--- config.mk ---
export PLATFORM = sky130hd
export DESIGN_NAME = pipe_ctrl
export DESIGN_NICKNAME = d
export VERILOG_FILES = /design/src/rtl/pipe_pkg.sv /design/src/rtl/pipe_ctrl_hazard_detect.sv /design/src/rtl/pipe_ctrl.sv
export SDC_FILE = /design/constraint.sdc
export NUM_CORES = 1
export LEC_CHECK = 0
export CORE_MARGIN = 2
export CORE_UTILIZATION = 33
export DETAILED_ROUTE_END_ITERATION = 10
export GPL_ROUTABILITY_DRIVEN = 0
export GPL_TIMING_DRIVEN = 1
export PLACE_DENSITY_LB_ADDON = 0.08
export SLEW_MARGIN = 30
export SYNTH_ARGS = -nofsm -noshare
export SYNTH_HDL_FRONTEND = slang
export SYNTH_HIERARCHICAL = 1
export SYNTH_SLANG_ARGS = --single-unit
--- constraint.sdc ---
create_clock -name clk -period 1.8 [get_ports clk]
set_input_delay 0.36 -clock clk [delete_from_list [all_inputs] [get_ports clk]]
set_output_delay 0.36 -clock clk [all_outputs]
set_load 0.005 [all_outputs]
--- src/rtl/pipe_pkg.sv ---
// Shared types and constants for the pipeline hazard/sequencing controller.
package pipe_pkg;

  typedef enum logic [2:0] {
    RUN        = 3'd0,
    MEM_WAIT   = 3'd1,
    ACCEL_WAIT = 3'd2,
    SPART_WAIT = 3'd3,
    REDIRECT   = 3'd4
  } pipe_state_e;

  // Register 0 is hard-wired zero and never creates a dependency.
  localparam int REG_ZERO = 0;

  // Arbitration order, lower value wins.
  localparam int PRIO_MEM      = 0;
  localparam int PRIO_REDIRECT = 1;
  localparam int PRIO_SPART    = 2;
  localparam int PRIO_ACCEL    = 3;
  localparam int PRIO_LOAD_USE = 4;

endpackage

--- src/rtl/pipe_ctrl_hazard_detect.sv ---
// Load-use comparator: flags an ID source that depends on a load currently in EX.
module hazard_detect
  import pipe_pkg::*;
#(
  parameter int REG_AW = 4
) (
  input  logic [REG_AW-1:0] id_p0_addr,
  input  logic [REG_AW-1:0] id_p1_addr,
  input  logic              id_p0_used,
  input  logic              id_p1_used,
  input  logic [REG_AW-1:0] ex_dst_addr,
  input  logic              ex_mem_re,
  input  logic              ex_we,
  output logic              load_use
);

  logic p0_hit;
  logic p1_hit;
  logic dst_nonzero;

  assign p0_hit      = id_p0_used & (id_p0_addr == ex_dst_addr);
  assign p1_hit      = id_p1_used & (id_p1_addr == ex_dst_addr);
  assign dst_nonzero = (ex_dst_addr != REG_AW'(REG_ZERO));
  assign load_use    = ex_mem_re & ex_we & (p0_hit | p1_hit) & dst_nonzero;

endmodule

--- src/rtl/pipe_ctrl.sv ---
// Prioritised hazard/sequencing controller for the 4-stage pipeline.
// Optional PIPE_CTRL_STATS_EN adds saturating stall_cnt / flush_cnt outputs.
//
// state      | meaning
// RUN        | normal issue, load-use detection active
// MEM_WAIT   | data memory busy, whole front end and EX/MEM frozen
// ACCEL_WAIT | ID waits on busy accelerator, bubble into EX
// SPART_WAIT | EX send blocked by full SPART TX FIFO
// REDIRECT   | one idle cycle after a flush
module pipe_ctrl
  import pipe_pkg::*;
#(
  parameter int REG_AW      = 4,
  parameter int MEM_TIMEOUT = 15
) (
  input  logic              clk,
  input  logic              rst_n,
  input  logic [REG_AW-1:0] id_p0_addr,
  input  logic [REG_AW-1:0] id_p1_addr,
  input  logic              id_p0_used,
  input  logic              id_p1_used,
  input  logic [REG_AW-1:0] ex_dst_addr,
  input  logic              ex_mem_re,
  input  logic              ex_we,
  input  logic              ex_redirect,
  input  logic              mem_wait,
  input  logic              accel_busy,
  input  logic              id_accel_req,
  input  logic              spart_full,
  input  logic              ex_send,
  output logic              pc_hold,
  output logic              if_id_stall,
  output logic              if_id_flush,
  output logic              id_ex_stall,
  output logic              id_ex_flush,
  output logic              ex_mem_stall,
  output logic              mem_err
`ifdef PIPE_CTRL_STATS_EN
  ,
  output logic [31:0]       stall_cnt,
  output logic [31:0]       flush_cnt
`endif
);

  localparam int CNT_W = $clog2(MEM_TIMEOUT + 1);
  // Counter holds cycles already waited, so the current cycle is the MEM_TIMEOUT-th at this value.
  localparam logic [CNT_W-1:0] CNT_LAST = CNT_W'(MEM_TIMEOUT - 1);

  pipe_state_e      state, state_nxt;
  logic [CNT_W-1:0] wait_cnt, cnt_nxt;
  logic             lu_block, lu_nxt;
  logic             load_use;
  logic             hold_c, ifs_c, iff_c, ids_c, idf_c, exs_c, err_c;

  hazard_detect #(.REG_AW(REG_AW)) u_hazard (
    .id_p0_addr  (id_p0_addr),
    .id_p1_addr  (id_p1_addr),
    .id_p0_used  (id_p0_used),
    .id_p1_used  (id_p1_used),
    .ex_dst_addr (ex_dst_addr),
    .ex_mem_re   (ex_mem_re),
    .ex_we       (ex_we),
    .load_use    (load_use)
  );

  always_comb begin
    state_nxt = RUN;
    cnt_nxt   = '0;
    lu_nxt    = 1'b0;
    hold_c    = 1'b0;
    ifs_c     = 1'b0;
    iff_c     = 1'b0;
    ids_c     = 1'b0;
    idf_c     = 1'b0;
    exs_c     = 1'b0;
    err_c     = 1'b0;
    if (mem_wait) begin
      state_nxt = MEM_WAIT;
      {hold_c, ifs_c, ids_c, exs_c} = 4'b1111;
      if (wait_cnt == CNT_LAST) err_c = 1'b1;
      else cnt_nxt = wait_cnt + 1'b1;
    end else if (ex_redirect) begin
      state_nxt = REDIRECT;
      {iff_c, idf_c} = 2'b11;
    end else if (state == REDIRECT) begin
      state_nxt = RUN;
    end else if (ex_send && spart_full) begin
      state_nxt = SPART_WAIT;
      {hold_c, ifs_c, ids_c} = 3'b111;
    end else if (id_accel_req && accel_busy) begin
      state_nxt = ACCEL_WAIT;
      {hold_c, ifs_c, idf_c} = 3'b111;
    end else if (state == RUN && load_use && !lu_block) begin
      // The bubble moves the load out of EX; lu_block covers stimulus that lingers.
      {hold_c, ifs_c, idf_c} = 3'b111;
      lu_nxt = 1'b1;
    end
  end

  always_ff @(posedge clk or negedge rst_n) begin
    if (!rst_n) begin
      state    <= RUN;
      wait_cnt <= '0;
      lu_block <= 1'b0;
    end else begin
      state    <= state_nxt;
      wait_cnt <= cnt_nxt;
      lu_block <= lu_nxt;
    end
  end

  // Reset forces outputs quiet even while mem_wait or other requests are still high.
  assign pc_hold      = hold_c & rst_n;
  assign if_id_stall  = ifs_c  & rst_n;
  assign if_id_flush  = iff_c  & rst_n;
  assign id_ex_stall  = ids_c  & rst_n;
  assign id_ex_flush  = idf_c  & rst_n;
  assign ex_mem_stall = exs_c  & rst_n;
  assign mem_err      = err_c  & rst_n;

`ifdef PIPE_CTRL_STATS_EN
  always_ff @(posedge clk or negedge rst_n) begin
    if (!rst_n) begin
      stall_cnt <= '0;
      flush_cnt <= '0;
    end else begin
      if (hold_c && stall_cnt != 32'hFFFF_FFFF) stall_cnt <= stall_cnt + 32'd1;
      if (idf_c && flush_cnt != 32'hFFFF_FFFF) flush_cnt <= flush_cnt + 32'd1;
    end
  end
`endif

endmodule

Word level (Yosys, flattened, before mapping) --
Cells that the tools add are included. W data, S select, Z words.
Cells by class: $add $sub $neg 1, eq/ne operators 4, mux-type cells 31, bitwise logic cells 12, reductions and logical operators 7
Operators with widths (count):
- $mux W1 | 24
- $and A1 B1 Y1 | 11
- $eq A4 B4 Y1 | 2
- $mux W4 | 2
- $mux W2 | 3
- $mux W3 | 2
- $add A4 B1 Y4 const B | 1
- $eq A4 B4 Y1 const B | 1
- $logic_and A1 B1 Y1 | 4
- $reduce_bool A4 Y1 | 1
- $eq A3 B3 Y1 const B | 1
- $logic_not A3 Y1 | 1
- $logic_not A1 Y1 | 1
- $or A1 B1 Y1 | 1
Word-level totals: flip-flop bits (word level) 8, bits of input ports 24, output and inout port bits 7, word-level logic and storage cells 58

Logic depth before layout (Yosys ltp) --
Gate-level depths: netlist of the first run.
word-level depth 14, gate-level depth with buffers 7, depth with buffers taken out 6

Hierarchy --
The synthesis of the first run kept the hierarchy.
Modules (own cells, without submodules):
- pipe_ctrl | instances 1, cells each 47, area each 455.4 µm², sequential area each 200.2 µm²
- hazard_detect | instances 1, cells each 15, area each 107.6 µm², sequential area each 0.0 µm²

Least setup slack after synthesis of the first run --
OpenSTA, ideal clock, no wires.
path type input -> output, start point in ex_dst_addr[0], end point out pc_hold, arrival time 1.551 ns, data required time 1.440 ns, path slack -0.111 ns, stages 7, path buffers 1, cells stage by stage xor2_1 -> nor3_1 -> nand3_1 -> a21oi_1 -> nand3_1 -> a311oi_1 -> buf_4
On the way: longest elaborated chain between the ends 14, elaborated cells between the ends (all ways) 17, those cells by class 2 x eq/ne; 6 x mux; 6 x bitwise; 3 x reduce/logical
RTL lines:
- start, declared | line pipe_ctrl.sv:22 | input logic [REG_AW-1:0] ex_dst_addr,
- $eq A4 B4 Y1, on equally long branches | line pipe_ctrl_hazard_detect.sv:21, pipe_ctrl_hazard_detect.sv:22
- $and A1 B1 Y1, on equally long branches | line pipe_ctrl_hazard_detect.sv:21, pipe_ctrl_hazard_detect.sv:22
- $or A1 B1 Y1 | line pipe_ctrl_hazard_detect.sv:24 | assign load_use = ex_mem_re & ex_we & (p0_hit | p1_hit) & dst_nonzero;
- $and A1 B1 Y1 | line pipe_ctrl_hazard_detect.sv:24
- $and A1 B1 Y1 (*) | line pipe_ctrl_hazard_detect.sv:24
- named net load_use | line pipe_ctrl.sv:52 | logic load_use;
- $logic_and A1 B1 Y1 (*) (2 in a row) | line pipe_ctrl.sv:93 | end else if (state == RUN && load_use && !lu_block) begin
- $mux W1 (*) (6 in a row)
- $and A1 B1 Y1 (*)
- end, declared | line pipe_ctrl.sv:31 | output logic pc_hold,
Mark *: on every way through the listed nets, which the timed path passes. The rest lies on a longest branch.

Worst setup path after layout of the first run --
start point in id_p0_used, end point out pc_hold
On the way: longest elaborated chain between the ends 13
RTL lines:
- start, declared | line pipe_ctrl.sv:20 | input logic id_p0_used,
- $and A1 B1 Y1 | line pipe_ctrl_hazard_detect.sv:21 | assign p0_hit = id_p0_used & (id_p0_addr == ex_dst_addr);
- $or A1 B1 Y1 | line pipe_ctrl_hazard_detect.sv:24
- $and A1 B1 Y1 (2 in a row) | line pipe_ctrl_hazard_detect.sv:24
- named net load_use | line pipe_ctrl.sv:52
- $logic_and A1 B1 Y1 (2 in a row) | line pipe_ctrl.sv:93
- $mux W1 | line pipe_ctrl.sv:93
- $mux W1 | line pipe_ctrl.sv:90 | end else if (id_accel_req && accel_busy) begin
- $mux W1 | line pipe_ctrl.sv:87 | end else if (ex_send && spart_full) begin
- $mux W1 | line pipe_ctrl.sv:85 | end else if (state == REDIRECT) begin
- $mux W1 | line pipe_ctrl.sv:82 | end else if (ex_redirect) begin
- $mux W1 | line pipe_ctrl.sv:77 | if (mem_wait) begin
- $and A1 B1 Y1 | line pipe_ctrl.sv:113 | assign pc_hold = hold_c & rst_n;
The timed path passes the listed nets, and every way through them passes these cells.

==> impl_results.md, run 1 <==
- CTS H-tree depth: 1
- Worst-path clk slew: 0.05 ns
- Post-synth ARST share: 100%
- Worst Tran Pin Value: 0.356 ns
- Final WL: 1.74 mm
- Period utilization: 108%
- Max frequency: 516 MHz
- Post-synth EDFFs: 0
- Delay-heaviest family, CP: buffers and inverters
- Critical path's slowest cell: clkdlybuf4s50_1
- Fin Clk Skew: 0.000555 ns
- Detailed placement HPWL: 1.25 mm
- CTS tree: yes
- Largest cells by area after synthesis: dfrtp_1 (36%), xor2_1 (9.3%), nor2_1 (4.7%), ha_1 (4.4%), nand3_1 (4.4%)
- Worst min path class: input pin to asynchronous set/reset pin
- Slew Viols, Final: 0
- First-pass detailed-route iteration total: 4
- Synth top cells by count: dfrtp_1 (8), nor2_1 (7), xor2_1 (6), nand3_1 (5)
- Yosys reg bits: 8
- Pwr Total: 0.506 mW
- CTS Buf Count: 3
- P&R area growth vs syn: 82.4%
- Cts hold-fix bufs: 0
- Die Span Y: 45.3 um
- Most used flip-flop cell after synthesis: dfrtp_1
- Arrival @ worst endpoint: 1.58 ns
- First-pass GRT wire length: 2.61 mm
- # rows: 14
- Status: finished with violations
- Worst slack, placed: -1.01 ns
- Failing checks: negative setup slack
- Crit start category: input pin
- I/O pin count: 31
- Inserted Diodes: 0
- Largest net degree at the start of global routing: 9
- Detailed-route via count: 665
- Yosys warnings: 6
- Post-route ant nets: 0
- Worst Path Required: 1.44 ns
- Post-layout minimum cycle time: 1.94 ns
- Clock tree buffer depth: 2
- Worst setup slack after layout: -0.137 ns
- CP bufs+invs: 2
- Cell area after synthesis: 563 um^2
- Distinct cells, synth: 26
- Fill count: 122
- Initial antenna violation count: 0
- Power density cells: 492 nW/um^2
- Top cell type's share of synthesized area: 35.6%
- Vias in the first global route: 645
- Initial Util: 36.1%
- Clock Latency Late Sink: 0.25 ns
- Count of final hold-check violations: 0
- Clk sinks: 8
- Slew headroom: 76.2%
- RSZ-0062 raised after global routing: true
- Cells on worst reg2reg path: 7
- Static Leak: 0.493 nW
- Seq/Total Area, Yosys: 35.6%
- CP Launch Point: id_p0_used
- CTS Root Cell: clkbuf_4
- Critical path type: input pin to output port
- DIE WIDTH: 45.3 um
- RR Endpoint: state[0]
- Core Footprint: 1560 um^2
- Port Buf Inserts: 30
- Post-Syn Area per Cell: 9.08 um^2
- GR Overflow Total: 0
- GR Util All Layers: 18.8%
- DR vias/cell: 5.24
- Worst path max stage delay: 0.45 ns
- Count leader, synth: dfrtp_1
- Syn nets: 88
- Critical path cell sequence: clkdlybuf4s50_1, nand3_1, a21oi_2, nand3_2, a311oi_2, buf_2
- Synth area leader: dfrtp_1
- DR DRC count: 0
- DR WL/cell: 13.7 um
- Reg2reg start: state[1]
- Die area: 2050 um^2
- Layout cell share with drive strength beyond 1: 44.1%
- Cells after Synth: 62
- CP Max Fanout: 3
- Final Setup Violations: 3
- Max cap viols: 0
- Initial DRC Count: 11
- Peak VDD IR: 503 uV
- Nets: 139
- R2r setup slk: 0.24 ns
- CP Capture Type: output port
stage by stage:
stage | area [um^2] | cells | utilization, % | hold WS, ns | TNS, ns
after global routing | 1030 | 127 | 65.9 | 0.331 | -0.722
after CTS | 1010 | 126 | 64.7 | 0.316 | -0.591
final | 1030 | 127 | 65.9 | 0.322 | -0.371
after floorplan | 569 | 62 | - | 0.0644 | 0
after global placement | 957 | 117 | 61.4 | 0.503 | -4.31
after detailed placement | 957 | 117 | 61.4 | 0.520 | -4.37
how the worst max path moves through the flow:
stage	end	slack (ns)	depth (start not counted)
global placement	id_ex_flush	-0.99	8
finish	pc_hold	-0.14	6
global route	if_id_stall	-0.26	8
floorplan	pc_hold	0.007	7
detailed placement	id_ex_flush	-1.01	8
CTS	pc_hold	-0.22	6
flip-flops by register name (all words and copies together) (netlist names):
signal,count
lu_block,1
state,3
wait_cnt,4
placed cells by master (no fill, tap or decap), types with 2 or more instances in the layout:
| cell type | netlist | layout |
|---|---|---|
| inv_1 | 3 | 3 |
| xor2_1 | 6 | 6 |
| dlygate4sd2_1 | 0 | 8 |
| buf_4 | 1 | 17 |
| clkbuf_2 | 0 | 2 |
| a21oi_1 | 3 | 2 |
| xnor2_1 | 2 | 2 |
| nor2_1 | 7 | 7 |
| buf_2 | 0 | 7 |
| buf_6 | 0 | 6 |
| clkdlybuf4s50_1 | 0 | 7 |
| dfrtp_1 | 8 | 8 |
| nand3_1 | 5 | 3 |
| nand2_1 | 4 | 3 |
| nand3_2 | 0 | 2 |
| nor3_1 | 4 | 3 |
| nand2b_1 | 2 | 2 |
| clkbuf_4 | 0 | 3 |
repair_timing:
action,4_1_cts,5_1_grt
setup buffers,6,1
pin swaps,20,5
setup endpoints to repair,7,5
endpoints found under the hold margin,0,0
resized for setup,72,7
layer usage:
| metal | track usage, % | share of wire, % | wire length, um |
|---|---|---|---|
| met4 | 12.9 | 4.6 | 81 |
| met3 | 6.00 | 8.0 | 139 |
| met1 | 19.2 | 37 | 643 |
| met2 | 32.3 | 50 | 879 |
| met5 | 0 | 0 | 0 |
worst min-delay path: stages:
cell and delay, ns:
dlygate4sd2_1 0.26, buf_4 0.14, buf_4 0.16
layout make-up:
cell class	instances	area (um^2)	area share, %
multi-input combinational	49	389	37.9
timing repair buffer	47	380	37.0
sequential	8	200	19.5
clock buffer	3	22.5	2.19
tap	16	20.0	1.95
inverter	4	15.0	1.46
where the power goes:
part | internal, mW | leakage [nW] | total (mW) | switching, mW
clock network | 0.0764 | 0.0138 | 0.138 | 0.0617
logic | 0.100 | 0.374 | 0.170 | 0.0694
registers | 0.189 | 0.105 | 0.198 | 0.00875
total | 0.366 | 0.493 | 0.506 | 0.140
cell families (layout without fill, tap and decap cells):
group	after synthesis	count (layout)	synth area share [%]
simple gates	28	28	28.9
compound gates	11	11	14.7
xor+xnor	8	8	12.4
flops	8	8	35.6
buf+inv	5	54	4.00
fa+ha+maj	2	2	4.44
(Power assumes the default switching activity.)
==> run 2: changes to the inputs <==
- CELL_PAD_IN_SITES_DETAIL_PLACEMENT: unset -> 2
- CELL_PAD_IN_SITES_GLOBAL_PLACEMENT: unset -> 2
- CORE_UTILIZATION: 33 -> 18
- SKIP_CTS_REPAIR_TIMING: unset -> 1
==> impl_results.md, run 2 (synthesized netlist as in run 1, its figures left out) <==
- Worst setup slack after layout: -0.218 ns
- Fill count: 346
- Post-route ant nets: 0
- Vias in the first global route: 666
- Worst min path class: input pin to asynchronous set/reset pin
- Detailed placement HPWL: 1.63 mm
- Peak VDD IR: 280 uV
- Max cap viols: 0
- Final WL: 2.00 mm
- Status: finished with violations
- P&R area growth vs syn: 88.9%
- Power density cells: 481 nW/um^2
- Slew headroom: 81.7%
- Register Area: 200 um^2
- Slew Viols, Final: 0
- I/O pin count: 31
- GR Util All Layers: 12.6%
- Period utilization: 112%
- Worst Tran Pin Value: 0.275 ns
- Post-layout minimum cycle time: 2.02 ns
- Worst path max stage delay: 0.45 ns
- Inserted Diodes: 0
- Post-Place Cells: 136
- Initial Util: 18.7%
- Count of final hold-check violations: 0
- Die area: 3590 um^2
- Core Footprint: 3000 um^2
- Crit start category: input pin
- Fin Clk Skew: 0.00595 ns
- Reg2reg start: wait_cnt[1]
- Cells on worst reg2reg path: 4
- DR WL met3: 104 um
- Nets: 136
- DR vias/cell: 4.38
- Largest reg by FF count: wait_cnt
- DR DRC count: 0
- Critical path's slowest cell: clkdlybuf4s50_1
- RSZ-0062 raised after global routing: true
- Worst-path clk slew: 0.06 ns
- Failing checks: negative setup slack
- Clock Latency Late Sink: 0.26 ns
- Final non-filler cell total: 141
- Arrival @ worst endpoint: 1.66 ns
- Initial antenna violation count: 0
- Critical path type: input pin to output port
- GR Overflow Total: 0
- CTS Root Cell: clkbuf_4
- Critical path cell sequence: clkdlybuf4s50_1, nand3_1, a21oi_2, nand3_2, a311oi_2, buf_2
- Wire length on met2: 995 um
- CTS tree: yes
- Worst Path Required: 1.44 ns
- Layout cell share with drive strength beyond 1: 38.0%
- Max FFs per register: 4
- Clk sinks: 8
- Max frequency: 495 MHz
- Cell area after placement: 993 um^2
- Biggest regs: wait_cnt x4, state x3, lu_block x1
- # rows: 20
- Initial DRC Count: 7
- Static Leak: 0.567 nW
- Max Used Layer: met4
- First-pass GRT wire length: 3.26 mm
- Final instance area: 1060 um^2
- Final Setup Violations: 3
- RR Endpoint: wait_cnt[3]
- Detailed-route via count: 618
- CTS Buf Count: 3
- DIE WIDTH: 59.9 um
- Largest net degree at the start of global routing: 9
- CTS H-tree depth: 1
- First-pass detailed-route iteration total: 2
- Die Span Y: 59.9 um
- Met1 wire length: 889 um
- Setup TNS: -0.546 ns
- Port Buf Inserts: 30
- DR WL/cell: 14.2 um
- Post-layout util: 35.4%
- Commonest non-fill, non-tap cell in the layout: buf_4
- Clock tree buffer depth: 2
- Worst slack, placed: -1.06 ns
- Area occupied by multi-input gates: 385 um^2
- Delay-heaviest family, CP: buffers and inverters
- CP Capture Type: output port
- CP bufs+invs: 2
- Most frequent cells in the layout: buf_4 (14), dlymetal6s2s_1 (10), clkdlybuf4s50_1 (8), dfrtp_1 (8), nor2_1 (7)
- R2r setup slk: 0.48 ns
- Hold slack: 0.204 ns
- CP Depth: 6
- CP Max Fanout: 3
- Pwr Total: 0.512 mW
run 2: cell types whose count changed in the layout (fill, tap and decap cells not counted), sizes merged:
cell / change
dlygate4sd2: -8
buf: -10
clkdlybuf4s50: +1
dlymetal6s2s: +10
clkbuf: +4
run 2: worst reg2reg max path: cells and delay by family (launching register included):
| kind | cells | cell delay, ns |
|---|---|---|
| buf+inv | 1 | 0.14 |
| fa+ha+maj | 1 | 0.21 |
| flops | 1 | 0.42 |
| compound gates | 2 | 0.44 |
run 2: area by class of cell:
type	instances	area share (%)
clock buffers	3	2.12
inverters	4	1.41
multi-input cells	49	36.2
flip-flops and latches	8	18.8
well taps	33	3.88
repair buffers	44	37.5
run 2: report_power, final:
group          total, mW  internal (mW)  switching [mW]  leakage, nW
Sequential         0.197          0.189         0.00842        0.105
Clock              0.145         0.0768          0.0684       0.0138
Combinational      0.169          0.101          0.0688        0.448
Total              0.512          0.366           0.146        0.567
run 2: how the worst max path moves through the flow:
stage                   to      startpoint  slack [ns]
4_1_cts        if_id_stall  ex_dst_addr[3]       -1.08
5_1_grt            pc_hold   id_p1_addr[3]       -0.32
3_5_place_dp   if_id_stall  ex_dst_addr[3]       -1.06
6_report       if_id_stall      id_p0_used       -0.22
3_3_place_gp   if_id_stall  ex_dst_addr[3]       -1.03
2_1_floorplan      pc_hold  ex_dst_addr[3]       0.007
run 2: layer usage:
layer | vias up | GRT usage [%]
met3 | 2 | 4.76
met2 | 13 | 18.9
met4 | 0 | 2.86
met1 | 295 | 17.1
met5 | - | 0
li1 | 308 | -
==> run 3: changes to the inputs <==
- ABC_AREA: unset -> 0
- SYNTH_HIERARCHICAL: 1 -> unset
==> impl_results.md, run 3 <==
- Largest family of logic cells by synthesized area: simple AND/OR/NAND/NOR gates
- Final non-filler cell total: 159
- Count of final hold-check violations: 0
- Core Footprint: 3080 um^2
- I/O pin count: 31
- Yosys reg bits: 8
- Clock tree buffer depth: 2
- DR WL/cell: 12.9 um
- CP Capture Type: output port
- Fin Clk Skew: 0.000183 ns
- Register Area: 200 um^2
- Post-synth EDFFs: 0
- CTS H-tree depth: 1
- Final WL: 2.06 mm
- Inserted Diodes: 0
- Power density cells: 427 nW/um^2
- Detailed placement HPWL: 1.60 mm
- Post-synthesis mux area share: 0%
- Initial DRC Count: 7
- Synth top cells by count: dfrtp_1 (8), nand2_1 (7), xor2_1 (6), a21oi_1 (4), nor2_1 (4)
- CP Max Fanout: 4
- GR Overflow Total: 0
- Top cell type's share of synthesized area: 34.3%
- Count leader, synth: dfrtp_1
- Port Buf Inserts: 30
- Setup TNS: -0.641 ns
- Post-route ant nets: 0
- Critical path's slowest cell: dfrtp_1
- Most used flip-flop cell after synthesis: dfrtp_1
- Commonest non-fill, non-tap cell in the layout: dlymetal6s2s_1
- Worst-path clk slew: 0.06 ns
- Fill count: 351
- CTS Buf Count: 3
- Critical path type: flop to output port
- Crit start category: flop
- Max frequency: 493 MHz
- RR Endpoint: lu_block
- Post-Syn Area per Cell: 8.97 um^2
- # rows: 20
- P&R area growth vs syn: 113%
- Nets: 143
- Yosys warnings: 0
- Syn nets: 91
- Initial antenna violation count: 0
- Worst min path class: input pin to asynchronous set/reset pin
- Peak VDD IR: 235 uV
- Detailed-route via count: 652
- Worst setup slack after layout: -0.228 ns
- Die area: 3710 um^2
- Pwr Total: 0.529 mW
- Critical path cell sequence: nor2_1, buf_4, a211oi_2, o21a_1, buf_4, a31oi_4, o31ai_4, buf_2
- Largest cells by area after synthesis: dfrtp_1 (34%), xor2_1 (9.0%), nand2_1 (4.5%), ha_1 (4.3%), a21oi_1 (3.4%)
- Final Setup Violations: 3
- Clock Latency Late Sink: 0.25 ns
- Cells after Synth: 65
- CP bufs+invs: 3
- Most used cell, CP: buf_4
- DIE WIDTH: 60.9 um
- DR DRC count: 0
- Cells on worst reg2reg path: 5
- Largest net degree at the start of global routing: 10
- Area occupied by multi-input gates: 490 um^2
- Status: finished with violations
- Distinct cells, synth: 31
- Slew headroom: 81.4%
- First-pass GRT wire length: 3.03 mm
- Xor and xnor area share after synthesis: 12.0%
- Post-layout minimum cycle time: 2.03 ns
- Reg2reg start: state[2]
- Seq/Total Area, Yosys: 34.3%
- Slew Viols, Final: 0
- Max FFs per register: 4
- Delay-heaviest family, CP: compound AO/OA/AOI/OAI gates
- Failing checks: negative setup slack
- First-pass detailed-route iteration total: 3
- Complex-gate fraction of the synthesized area: 13.7%
- Post-Place Cells: 152
- Arrival @ worst endpoint: 1.67 ns
- Layout cell share with drive strength beyond 1: 41.7%
- Biggest regs: wait_cnt x4, state x3, lu_block x1
- CTS tree: yes
- Synth area leader: dfrtp_1
- GR Util All Layers: 10.8%
- CTS Root Cell: clkbuf_4
- Adder-cell share of the synthesized area: 4.29%
- R2r setup slk: 0.49 ns
- RSZ-0062 raised after global routing: true
- Static Leak: 0.682 nW
- Most frequent cells in the layout: dlymetal6s2s_1 (19), buf_4 (15), dfrtp_1 (8)
- Worst Tran Pin Value: 0.279 ns
- Max cap viols: 0
- Synth Area in Simple Gates: 33.0%
- Largest reg by FF count: wait_cnt
- Period utilization: 113%
- Cell area after synthesis: 583 um^2
- Vias in the first global route: 729
- Clk sinks: 8
- Worst path max stage delay: 0.37 ns
- Worst Path Required: 1.44 ns
- DR vias/cell: 4.10
- Die Span Y: 60.9 um
- Initial Util: 18.9%
- Post-synth ARST share: 100%
## run 3: cell count changes after synthesis, sizes merged, moves of 2 or more
cell    before  now
nand2        4    7
nor2b        0    3
and2         1    4
inv          4    2
nor3         4    1
o21ai        0    3
nand3        5    3
nand2b       2    0
a311oi       2    0
nor4         0    2
a211oi       0    2
nor2         7    4
## run 3: cell type report
cell class	count	share of cell area, %
flip-flops and latches	8	16.1
inverters	2	0.605
repair buffers	48	37.4
well taps	44	4.44
clock buffers	3	1.82
multi-input cells	54	39.6
## run 3: metal layers
layer  part of all wire [%]  vias to the layer above  track usage [%]
li1                       -                      325                -
met1                     42                      306             13.1
met2                     50                       21             19.0
met3                    7.8                        0             2.56
met4                      0                        0             2.80
met5                      0                        -                0
## run 3: power breakdown
group | internal [mW] | total, mW | switching (mW)
clock | 0.0761 | 0.133 | 0.0573
sequential | 0.189 | 0.195 | 0.00620
combinational | 0.113 | 0.201 | 0.0875
## run 3: worst reg2reg max path, stage by stage (launching register included)
cell      delay (ns)
dfrtp_1         0.38
buf_6           0.12
nor4bb_4        0.27
nand3_2         0.11
buf_6           0.14
nor3_1          0.19
## run 3: worst max path at each step
stage / from / to / slack (ns) / depth (start not counted)
6_report: state[1] / pc_hold / -0.23 / 8
4_1_cts: ex_dst_addr[3] / if_id_stall / -1.02 / 6
3_5_place_dp: ex_dst_addr[3] / if_id_stall / -1.01 / 6
5_1_grt: state[2] / pc_hold / -0.34 / 6
2_1_floorplan: id_p0_addr[3] / pc_hold / 0.02 / 5
3_3_place_gp: ex_dst_addr[3] / pc_hold / -1.02 / 6
## run 3: logic make-up (layout without fill, tap and decap cells)
family | after synthesis | after routing
buffers and inverters | 3 | 53
AND/OR/NAND/NOR | 31 | 31
XOR/XNOR | 8 | 8
adder cells (fa/ha/maj) | 2 | 2
flip-flops | 8 | 8
AO/OA/AOI/OAI | 13 | 13
## run 3: stage by stage
stage          hold slack, ns  setup WS (ns)  area [um^2]  utilization [%]
2_1_floorplan          0.0644         0.0191          583                -
3_3_place_gp            0.535          -1.02         1040             33.7
3_5_place_dp            0.541          -1.01         1040             33.7
4_1_cts                 0.487          -1.02         1060             34.4
5_1_grt                 0.132         -0.341         1240             40.3
6_report               0.0943         -0.228         1240             40.3
